--- src/rtl/i2c_arbiter.sv ---
// rtl/i2c_arbiter.sv - round-robin arbiter sharing one I2C master byte engine
//
// Purpose: grants one of N_REQ requesters exclusive use of the master engine,
// forwards the owner's commands, enforces START-first and releases the bus
// only after the engine reports STOP completion.
//
// Optional feature macro: I2C_ARB_TIMEOUT_EN (idle-ownership timeout that
// forces a STOP on behalf of a stalled owner).
//
// Ports:
//   clk, reset_n            clock, asynchronous active-low reset
//   req[N_REQ]              per-requester bus request (level)
//   cmd_valid[N_REQ]        per-requester command valid
//   cmd_flat[10*N_REQ]      per-requester {op[1:0], data[7:0]}
//   cmd_ready[N_REQ]        per-requester command accepted
//   grant[N_REQ]            registered one-hot owner
//   m_valid/m_op/m_data     command to master engine
//   m_ready                 master engine accepts command
//   m_done                  master finished STOP (pulse)
//   busy                    arbiter not idle
//   proto_err               pulse on a dropped (non-START first) command
//   abort                   pulse on ownership timeout
module i2c_arbiter #(
   parameter int          N_REQ          = 4,
   parameter logic [15:0] TIMEOUT_CYCLES = 16'd1000
) (
   input  logic                 clk,
   input  logic                 reset_n,
   input  logic [N_REQ-1:0]     req,
   input  logic [N_REQ-1:0]     cmd_valid,
   input  logic [10*N_REQ-1:0]  cmd_flat,
   output logic [N_REQ-1:0]     cmd_ready,
   output logic [N_REQ-1:0]     grant,
   output logic                 m_valid,
   output logic [1:0]           m_op,
   output logic [7:0]           m_data,
   input  logic                 m_ready,
   input  logic                 m_done,
   output logic                 busy,
   output logic                 proto_err,
   output logic                 abort
);

   localparam int IW = (N_REQ > 1) ? $clog2(N_REQ) : 1;

   localparam logic [1:0] OP_START = 2'b00;
   localparam logic [1:0] OP_STOP  = 2'b11;

`ifdef I2C_ARB_TIMEOUT_EN
   typedef enum logic [2:0] {IDLE, OWNED, WAIT_DONE, RELEASE, FORCE_STOP} state_t;
`else
   typedef enum logic [2:0] {IDLE, OWNED, WAIT_DONE, RELEASE} state_t;
`endif

   state_t          state, state_nxt;
   logic [IW-1:0]   owner;
   logic [IW-1:0]   last_owner;
   logic            started;      // a START has been accepted this ownership
   logic [IW-1:0]   winner;
   logic            any_req;
   logic [9:0]      cur_cmd;
   logic            cur_valid;
   logic            legal;
   logic            accept;
`ifdef I2C_ARB_TIMEOUT_EN
   logic [15:0]     idle_cnt;
   logic            abort_c;
`endif

   // Round-robin search beginning just after the previous owner.
   always_comb begin
      logic [IW-1:0] cand;
      winner  = '0;
      any_req = 1'b0;
      for (int k = 1; k <= N_REQ; k++) begin
         cand = IW'((int'(last_owner) + k) % N_REQ);
         if (!any_req && req[cand]) begin
            any_req = 1'b1;
            winner  = cand;
         end
      end
   end

   // Owner's command selected by the one-hot grant register.
   always_comb begin
      cur_cmd = '0;
      for (int i = 0; i < N_REQ; i++) begin
         if (grant[i]) cur_cmd = cmd_flat[10*i +: 10];
      end
   end

   assign cur_valid = |(cmd_valid & grant);
   assign legal     = started || (cur_cmd[9:8] == OP_START);

   always_comb begin
      state_nxt = state;
      cmd_ready = '0;
      m_valid   = 1'b0;
      m_op      = 2'b00;
      m_data    = 8'h00;
      proto_err = 1'b0;
      accept    = 1'b0;
`ifdef I2C_ARB_TIMEOUT_EN
      abort_c   = 1'b0;
`endif
      case (state)
         IDLE: begin
            if (any_req) state_nxt = OWNED;
         end
         OWNED: begin
            m_op      = cur_cmd[9:8];
            m_data    = cur_cmd[7:0];
            m_valid   = cur_valid && legal;
            // An illegal first command is swallowed without waiting on the engine.
            cmd_ready = grant & {N_REQ{legal ? m_ready : 1'b1}};
            accept    = cur_valid && (legal ? m_ready : 1'b1);
            proto_err = cur_valid && !legal;
            if (m_valid && m_ready && (m_op == OP_STOP)) begin
               state_nxt = WAIT_DONE;
            end
`ifdef I2C_ARB_TIMEOUT_EN
            else if (!accept && (idle_cnt == TIMEOUT_CYCLES - 16'd1)) begin
               abort_c   = 1'b1;
               state_nxt = FORCE_STOP;
            end
`endif
         end
         WAIT_DONE: begin
            if (m_done) state_nxt = RELEASE;
         end
         RELEASE: begin
            state_nxt = IDLE;
         end
`ifdef I2C_ARB_TIMEOUT_EN
         FORCE_STOP: begin
            m_valid = 1'b1;
            m_op    = OP_STOP;
            if (m_ready) state_nxt = WAIT_DONE;
         end
`endif
         default: state_nxt = IDLE;
      endcase
   end

   always_ff @(posedge clk or negedge reset_n) begin
      if (!reset_n) begin
         state      <= IDLE;
         grant      <= '0;
         owner      <= '0;
         last_owner <= IW'(N_REQ - 1);
         started    <= 1'b0;
      end else begin
         state <= state_nxt;
         if ((state == IDLE) && any_req) begin
            grant   <= {{(N_REQ-1){1'b0}}, 1'b1} << winner;
            owner   <= winner;
            started <= 1'b0;
         end
         if ((state == OWNED) && accept && legal && (cur_cmd[9:8] == OP_START)) begin
            started <= 1'b1;
         end
         if ((state == WAIT_DONE) && m_done) begin
            grant      <= '0;
            last_owner <= owner;
         end
      end
   end

`ifdef I2C_ARB_TIMEOUT_EN
   always_ff @(posedge clk or negedge reset_n) begin
      if (!reset_n) begin
         idle_cnt <= 16'd0;
      end else if (state == OWNED) begin
         idle_cnt <= accept ? 16'd0 : idle_cnt + 16'd1;
      end else begin
         idle_cnt <= 16'd0;
      end
   end
   assign abort = abort_c;
`else
   assign abort = 1'b0;
`endif

   assign busy = (state != IDLE);

endmodule

--- config.mk ---
export PLATFORM = sky130hd
export DESIGN_NAME = i2c_arbiter
export DESIGN_NICKNAME = d
export VERILOG_FILES = /design/src/rtl/i2c_arbiter.sv
export SDC_FILE = /design/constraint.sdc
export NUM_CORES = 1
export LEC_CHECK = 0
export CAP_MARGIN = 25
export CORE_UTILIZATION = 30
export DETAILED_ROUTE_END_ITERATION = 6
export HOLD_SLACK_MARGIN = 0.15
export PLACE_DENSITY_LB_ADDON = 0.25
export SKIP_CTS_REPAIR_TIMING = 1
export SLEW_MARGIN = 10
export SYNTH_ARGS = -nofsm -noshare
export SYNTH_HDL_FRONTEND = slang
export SYNTH_SLANG_ARGS = --single-unit
--- constraint.sdc ---
create_clock -name clk -period 5.4 [get_ports clk]
set_clock_uncertainty 0.15 [all_clocks]
set_input_delay 0.81 -clock clk [delete_from_list [all_inputs] [get_ports clk]]
set_output_delay 0.81 -clock clk [all_outputs]
set_load 0.03 [all_outputs]
## Word-level counts from Yosys, hierarchy flattened

Index checks and enable logic that the tools add are counted.
W data, S select, Z words.

- Shift-type cells: 1
- Multiplexer cells: 35
- $add $sub $neg: 4
- Bitwise gates (word level): 2
- Reductions and logical operators: 25
- Magnitude comparators: 4
- Eq/ne operators: 6

Operator list:

| cell | count |
|---|---|
| $mux W10 | 4 |
| $mux W1 | 14 |
| $logic_and A1 B1 Y1 | 13 |
| $lt A2 B3 Y1 const B | 4 |
| $mux W4 | 3 |
| $mux W2 | 5 |
| $mux W3 | 3 |
| $pmux W3 S3 | 1 |
| $and A4 B4 Y4 | 2 |
| $bmux W1 S2 | 4 |
| $mux W8 | 1 |
| $ne A2 B2 Y1 const B | 3 |
| $add A2 B1 Y2 const B | 2 |
| $add A2 B2 Y2 const B | 2 |
| $logic_not A1 Y1 | 4 |
| $reduce_bool A2 Y1 | 2 |
| $reduce_or A4 Y1 | 1 |
| $shl A1 B2 Y4 const A | 1 |
| $eq A3 B1 Y1 const B | 1 |
| $eq A3 B2 Y1 const B | 1 |
| $logic_not A3 Y1 | 1 |
| $reduce_and A3 Y1 | 1 |
| $reduce_bool A3 Y1 | 1 |
| $eq A2 B2 Y1 const B | 1 |
| 2 further kinds | 2 |

- Logic and storage cells: 82
- Input bits: 52
- Bits in registers: 12
- Output and inout port bits: 22

## Longest topological paths before layout

Gate-level depths: netlist of run 1.

- Depth in word-level cells: 16
- Mapped depth: 7
- Depth with buffers taken out: 7

## Worst setup path after synthesis of run 1

No wires, ideal clock.

- Path type: input -> output
- Start: input cmd_flat[18]
- End: output cmd_ready[0]
- Path buffers: 0
- Setup slack: 2569 ps
- Required time: 4440 ps
- Stages: 5
- Arrival time: 1871 ps
- Cells stage by stage: a211oi_1 > a211oi_2 > o21ba_2 > o21ai_1 > nor2_1

- Cells in the longest elaborated chain, start to end: 8

Ends and longest elaborated chain:

| item | line | text |
|---|---|---|
| start, declared | 31 | `input logic [10*N_REQ-1:0] cmd_flat,` |
| $mux W10 (3 in series) | 88 | `if (grant[i]) cur_cmd = cmd_flat[10*i +: 10];` |
| $logic_not A2 Y1 | 93 | `assign legal = started \|\| (cur_cmd[9:8] == OP_START);` |
| $logic_or A1 B1 Y1 | 93 |  |
| $mux W1 | 115 | `cmd_ready = grant & {N_REQ{legal ? m_ready : 1'b1}};` |
| $and A4 B4 Y4 | 115 |  |
| $mux W4 | 106 | `case (state)` |
| end, declared | 32 | `output logic [N_REQ-1:0] cmd_ready,` |

No other way between the ends.

## Worst setup path after layout of run 1

- Start: input cmd_flat[19]
- End: output cmd_ready[2]

Same word-level chain as after synthesis.

==> results of run 1 <==
==> cell usage in the layout (no fill, tap or decap), types with 3 or more instances in the layout <==
cell and instances:
sky130_fd_sc_hd__clkdlybuf4s50_1 72, sky130_fd_sc_hd__nor2_1 22, sky130_fd_sc_hd__a21oi_1 12, sky130_fd_sc_hd__inv_1 10, sky130_fd_sc_hd__nand2_1 10, sky130_fd_sc_hd__dfrtp_1 9
sky130_fd_sc_hd__a221oi_1 8, sky130_fd_sc_hd__nor3_1 8, sky130_fd_sc_hd__nor2b_1 4, sky130_fd_sc_hd__o21ai_0 4, sky130_fd_sc_hd__ha_1 4, sky130_fd_sc_hd__clkbuf_4 3
==> path summary, 6_finish.rpt <==
kind	to	slack, ns	from	depth (start not counted)
max reg2reg	state[1]$_DFFE_PN0P_	3.19	grant[3]$_DFFE_PN0P_	5
min reg2reg	owner[0]$_DFFE_PN0P_	0.34	owner[0]$_DFFE_PN0P_	2
min in group asynchronous	state[0]$_DFFE_PN0P_	0.72	reset_n	1
min	owner[0]$_DFFE_PN0P_	0.34	owner[0]$_DFFE_PN0P_	2
max	cmd_ready[2]	1.64	cmd_flat[19]	7
max in group asynchronous	last_owner[1]$_DFFE_PN1P_	4.01	reset_n	1
==> metal layers <==
metal,vias to the layer above,routed length [um],share of wire (%)
li1,649,-,-
met1,611,1610,44
met2,57,1750,48
met3,4,248,6.8
met4,0,29,0.80
met5,-,0,0
==> state kept, by name, indices dropped and copies added (netlist names) <==
register / count
grant: 4
last_owner: 2
owner: 2
state: 2
started: 1
==> tightest hold or removal path: cells and delay by family (launching register included) <==
| kind | cells | cell delay [ns] |
|---|---|---|
| AO/OA/AOI/OAI | 1 | 0.06 |
| flip-flops | 1 | 0.34 |
| AND/OR/NAND/NOR | 1 | 0.04 |
==> cells by family (layout without fill, tap and decap cells) <==
| group | Yosys count | count (layout) | share of synthesized area [%] |
|---|---|---|---|
| other cells | 1 | 1 | 0.345 |
| mux | 5 | 5 | 5.30 |
| compound gates | 43 | 43 | 29.7 |
| fa+ha+maj | 4 | 4 | 4.61 |
| flops | 11 | 11 | 25.6 |
| simple gates | 58 | 58 | 25.9 |
| buf+inv | 20 | 88 | 8.53 |
==> final cells by class <==
cell class,instances,share of cell area [%]
Timing Repair Buffer,72,39.1
Multi-Input combinational cell,111,38.8
Sequential cell,11,15.1
Tap cell,46,3.12
Inverter,12,2.44
Clock buffer,4,1.43
==> through the flow <==
step	setup WS [ns]	utilization, %	instances	power, mW
after CTS	1.63	54.4	256	0.188
after floorplan	2.57	-	142	0.0900
final	1.64	54.4	256	0.186
after global placement	1.67	53.6	252	0.130
after global routing	1.51	54.4	256	0.194
after detailed placement	1.62	53.6	252	0.131
==> power groups by stage <==
stage | Clock [mW] | Sequential [mW] | Combinational, mW
after floorplan | 0 | 0.0840 | 0.00599
after global placement | 0 | 0.0840 | 0.0462
after detailed placement | 0 | 0.0840 | 0.0473
after CTS | 0.0579 | 0.0824 | 0.0477
after global routing | 0.0612 | 0.0824 | 0.0505
final | 0.0558 | 0.0824 | 0.0476
==> impl_summary.md, run 1 <==
Run status
The run finished with clean final reports.

GRT
After global routing the overflow that remains totals 0. Entering global routing, the biggest net connects 27 pins. The via count of the first global-routing pass came to 1,273. The most used routing layer in global routing is met2. In the global route stage, met2 resource usage came out at 33.8%.

For this run, global-route usage on met1 was measured as 23.1%. The met3 track demand over resource is 3.31%. The overall track demand over capacity in global routing is 18.7%.

The first global-routing pass estimated 5870 um of wire. The initial antenna violation count was 0.

Place
The post-detailed-placement half-perimeter wirelength is 2870 um. The count of port buffers added during placement is 72. The post-placement cell area is 1820 um^2. The congestion estimate from routability-driven global placement came to 0.844.

Timing
The setup violation total in the final timing report is 0. Headroom to the max-slew limit came out at 46.5%. In the final timing run, aggregate negative setup slack is 0 ns. Setup repair after global routing left no endpoint under its margin. The actual transition at the worst max-transition pin is 0.802 ns. The number of max-slew violations in the final report is 0. The shortest period the worst path allows is 3.76 ns. The final worst hold slack is 0.336 ns. The post-route clock period utilization is 69.6%. Based on the critical path, the design can be clocked at up to 0.266 GHz. The final-report hold violation count came to 0.

Setup path
The critical path goes through clkdlybuf4s50_1, a211oi_1, a211oi_2, o21ba_2, o21ai_1, nor2_1, clkdlybuf4s50_1. The dominant delay contributor by cell family on the critical path is buffers and inverters. The critical path data arrival time is 2.80 ns.

For this run, the slowest stage of the critical path takes 0.69 ns. The number of buffer and inverter instances along the worst setup path is 2. The capturing element type of the critical path is an output pin. For this design, the slowest cell found on the critical path is sky130_fd_sc_hd__clkdlybuf4s50_1. The kind of start point of the critical path is a primary input.

The worst setup path is of the in2out kind. The maximum fanout along the worst path is 4. The worst path required time is 4.44 ns. By instance count, the cell type seen most on the critical path is sky130_fd_sc_hd__clkdlybuf4s50_1.

Clock tree
After clock tree synthesis, the clock-pin slew on the worst setup and hold paths is 0.07 ns. The clock passes through at most 2 buffers. The clock insertion delay at the later pin of the skew report is 0.26 ns. The TritonCTS clock tree is built. CTS built an H-tree with a depth of 1.

The total number of clock tree sinks is 11. The tree is rooted in a sky130_fd_sc_hd__clkbuf_4. Counting the buffers created by CTS gives 3.

Yosys
The share of flip-flops with an asynchronous set or reset after synthesis is 100%. After synthesis, the cell types taking the most area are sky130_fd_sc_hd__dfrtp_1 (21%), sky130_fd_sc_hd__nor2_1 (7.6%), sky130_fd_sc_hd__a221oi_1 (6.5%). The area share of the largest cell type after synthesis is 20.7%. Counting flops and latches in the post-synthesis netlist gives 11.

The most frequent cell after synthesis is sky130_fd_sc_hd__nor2_1. The Yosys step of the flow raised 0 warnings. The share of the Yosys chip area taken by registers is 25.6%. The synthesized design contains 0 enable-type register cells. The largest total area in the synthesized netlist belongs to sky130_fd_sc_hd__dfrtp_1. By count the netlist is led by sky130_fd_sc_hd__nor2_1 (22), sky130_fd_sc_hd__a21oi_1 (12), sky130_fd_sc_hd__inv_1 (10), sky130_fd_sc_hd__nand2_1 (10), sky130_fd_sc_hd__dfrtp_1 (9). The primary flip-flop cell chosen by synthesis mapping is sky130_fd_sc_hd__dfrtp_1. After synthesis, the netlist uses 45 different library cells. The post-synthesis instance area is 1090 um^2. After synthesis, the mean cell area works out to 7.65 um^2. The post-synth net total is 198. The gate count of the mapped netlist is 142.

Hold path
In this run the worst hold path is classified as reg2reg.

Drt
The number of DRC markers after the initial detailed-route iteration is 63. The via density per instance is 5.16. Dividing the detail-routed wire length by the instance count gives 14.2 um. The first detailed-routing pass took 4 iterations. The post-detailed-route count of antenna-violating nets is 0. After detailed routing, the number of remaining DRC violations is 0. The count of vias placed by the detailed router is 1,321. After detailed routing, the total wire length is 3640 um.

Layout
The multi-input gate area in the final layout is 716 um^2. The repair_antennas step left the layout with diodes totalling 0. The final layout net count is 267. The count of fill cells added during filler insertion is 314. The proportion of layout cells with a drive suffix above 1 is 6.67%. The area taken by flip-flops and latches is 278 um^2. After routing the design area is 1840 um^2. Relative to the synthesized area, the layout overhead comes to 69.7%.

Die
The initial core utilization is 32.0%. The placeable core region is 3390 um^2. Measured along the x axis, the die boundary spans 62.2 um.

The height of the die is 62.2 um. The floorplan step defined a die boundary enclosing 3860 um^2. Pin placement for this block handled 74 I/O pins.

The floorplan has 21 rows.

Power
Combinational logic is responsible for 25.6% of the overall power. The design internal power is 145 uW. For this design the total switching power over the nets is 40.4 uW. The clock network fraction of design power is 30.0%.

Of the total power, the share spent switching nets is 21.7%. The worst supply voltage drop on vdd is 0.000104 V. The sequential cell fraction of total power is 44.4%. The analysis attributes to cell leakage a power of 0.721 nW. For this design the ratio of total power to cell area is 101 nW/um^2.

Flow run
The tool flagged a number of max-cap violations equal to 0.
Power figures use the tool's default switching activity.
==> run 2: changes to the inputs <==
- clock period: 5.4 -> 3 ns (I/O delays scaled with it)
==> run 2 against run 1 <==
- sequential cell count is the same
- hold slack improved by 0.015 ns
- critical path type is now reg2out
- non-clock buffer count up 3
- global-route usage shrank 0.33 points
- total power increased by 84%
==> impl_summary.md, run 2 (synthesis gave the netlist of run 1 again) <==
Place
The count of port buffers added during placement is 72. Once placement completed, the tool counted placed cells totaling 255. Detailed placement ended at an HPWL of 2860 um.

The final estimated routing congestion in global placement is 0.871.

Layout
Cells fill 55.2% of the core in the end. The register with the most flip-flops in the layout has 4 of them. The top register by number of flip-flops is grant. The layout-stage area growth over the synthesis result is 72.4%. The diode insertion count for antenna repair is 0. The most common cell after layout, fill and taps aside is sky130_fd_sc_hd__clkdlybuf4s50_1. Leaving out fill and tap cells, the most frequent cells in the layout are sky130_fd_sc_hd__clkdlybuf4s50_1 (65), sky130_fd_sc_hd__nor2_1 (22), sky130_fd_sc_hd__a21oi_1 (12). The proportion of layout cells with a drive suffix above 1 is 11.3%.

The non-filler instance count after layout is 259. The final layout net count is 270.

GRT
The overall track demand over capacity in global routing is 18.3%. The via count of the first global-routing pass came to 1,248. Entering global routing, the biggest net connects 19 pins. The initial antenna violation count is 0. The total overflow left after global routing is 0. The global-route wire length before repair is 5790 um.

Run status
The run finished with clean final reports.

Clock tree
The buffer cell driving the clock tree root is sky130_fd_sc_hd__clkbuf_4. The clock buffer count from CTS is 3. The clock slew at the register clock pins of the worst setup and hold paths is 0.08 ns. The total number of clock tree sinks is 11.

CTS built an H-tree with a depth of 1. The deepest clock path buffer count is 2. The TritonCTS clock tree is built.

The later pin in the worst-skew pair is clocked with a latency of 0.28 ns.

Die
The initial core utilization is 32.0%. The die width is 62.2 um. In this run the vertical extent of the chip is 62.2 um.

The die covers 3860 um^2. The row count is 21. For this design the top-level I/O count stands at 74.

The core region is 3390 um^2.

Timing
The final total negative setup slack is 0 ns. The setup violation total in the final timing report is 0. The final worst hold slack is 0.351 ns. Setup repair after global routing left no endpoint under its margin. In this run the tightest slew margin relative to its limit is 65.1%. The final-report hold violation count is 0. The number of max-slew violations in the final report is 0.

The post-route clock period utilization is 96.4%. The actual transition at the worst max-transition pin is 0.522 ns. Timing would allow up to 0.346 GHz.

After layout, the minimum clock period comes to 2.89 ns.

Setup path
The capturing element type of the critical path is an output pin. The worst path required time is 2.40 ns. The setup check on the worst reg-to-reg path leaves a slack of 1.03 ns. The kind of start point of the critical path is a register.

Traced cell by cell, the critical path runs through nor2b_1, buf_4, a221oi_1, nor3_1, a21oi_1, nor2_1, clkdlybuf4s50_1. The critical path data arrival time is 2.29 ns. The worst-path cell with the longest stage delay is sky130_fd_sc_hd__clkdlybuf4s50_1. The path type of the worst setup path is reg2out. For this run, the slowest stage of the critical path takes 0.59 ns. The maximum fanout along the worst path is 8.

Power
The worst-case IR drop observed on VDD is 0.000142 V. The total power per unit cell area is 183 nW/um^2. The static leakage is 0.798 nW.

Drt
The count of TritonRoute iterations in the first routing pass is 4. Dividing the detail-routed via count by the number of cells gives 5.08. The count of vias placed by the detailed router is 1,315. The number of DRC markers after the initial detailed-route iteration is 96. Summed over all layers, the routed wires come to 3590 um. For this run, design rule violations remaining after detail routing come to 0. Dividing the detail-routed wire length by the instance count gives 13.9 um. The post-detailed-route count of antenna-violating nets is 0.

Flow run
The reported max-cap violation count is 0.

Hold path
The worst min-delay path category is reg2reg.
run 2: routing by layer:
layer / wire, um / track usage, %
met4: 36 / 4.36
met3: 244 / 3.31
met1: 1530 / 21.8
met2: 1790 / 33.8
met5: 0 / 0
run 2: area by class of cell:
| class | instances | area [um^2] |
|---|---|---|
| sequential | 11 | 279 |
| inverter | 12 | 52.6 |
| fill | 326 | 1520 |
| tap | 46 | 57.6 |
| clock buffer | 4 | 26.3 |
| multi-input combinational | 111 | 716 |
| timing repair buffer | 75 | 741 |
run 2: worst paths after layout:
kind,cells past startpoint,start,end
min in group asynchronous,1,reset_n,grant[0]$_DFFE_PN0P_
max,7,grant[0]$_DFFE_PN0P_,m_data[5]
max reg2reg,5,state[0]$_DFFE_PN0P_,grant[2]$_DFFE_PN0P_
min,2,owner[1]$_DFFE_PN0P_,owner[1]$_DFFE_PN0P_
min reg2reg,2,owner[1]$_DFFE_PN0P_,owner[1]$_DFFE_PN0P_
max in group asynchronous,1,reset_n,grant[2]$_DFFE_PN0P_
run 2: critical path: cells and delay by family, from the launching register on:
family	cells	cell delay [ns]
buffers and inverters	2	0.76
flip-flops	1	0.47
AND/OR/NAND/NOR	3	0.31
AO/OA/AOI/OAI	2	0.48
run 2: report_power, final:
part	switching (mW)	total (mW)	leakage, nW	internal [mW]
sequential	0	0.148	0.140	0.148
combinational	0.0233	0.0853	0.643	0.0619
clock	0.0574	0.109	0.0150	0.0517
run 2: per-stage QoR:
step / setup slack, ns / area, um^2 / power, mW
after floorplan: 0.688 / 1090 / 0.162
after global placement: 0.0888 / 1830 / 0.234
after detailed placement: 0.0644 / 1830 / 0.236
after CTS: 0.00266 / 1860 / 0.342
after global routing: 0.0205 / 1870 / 0.355
final: 0.107 / 1870 / 0.343
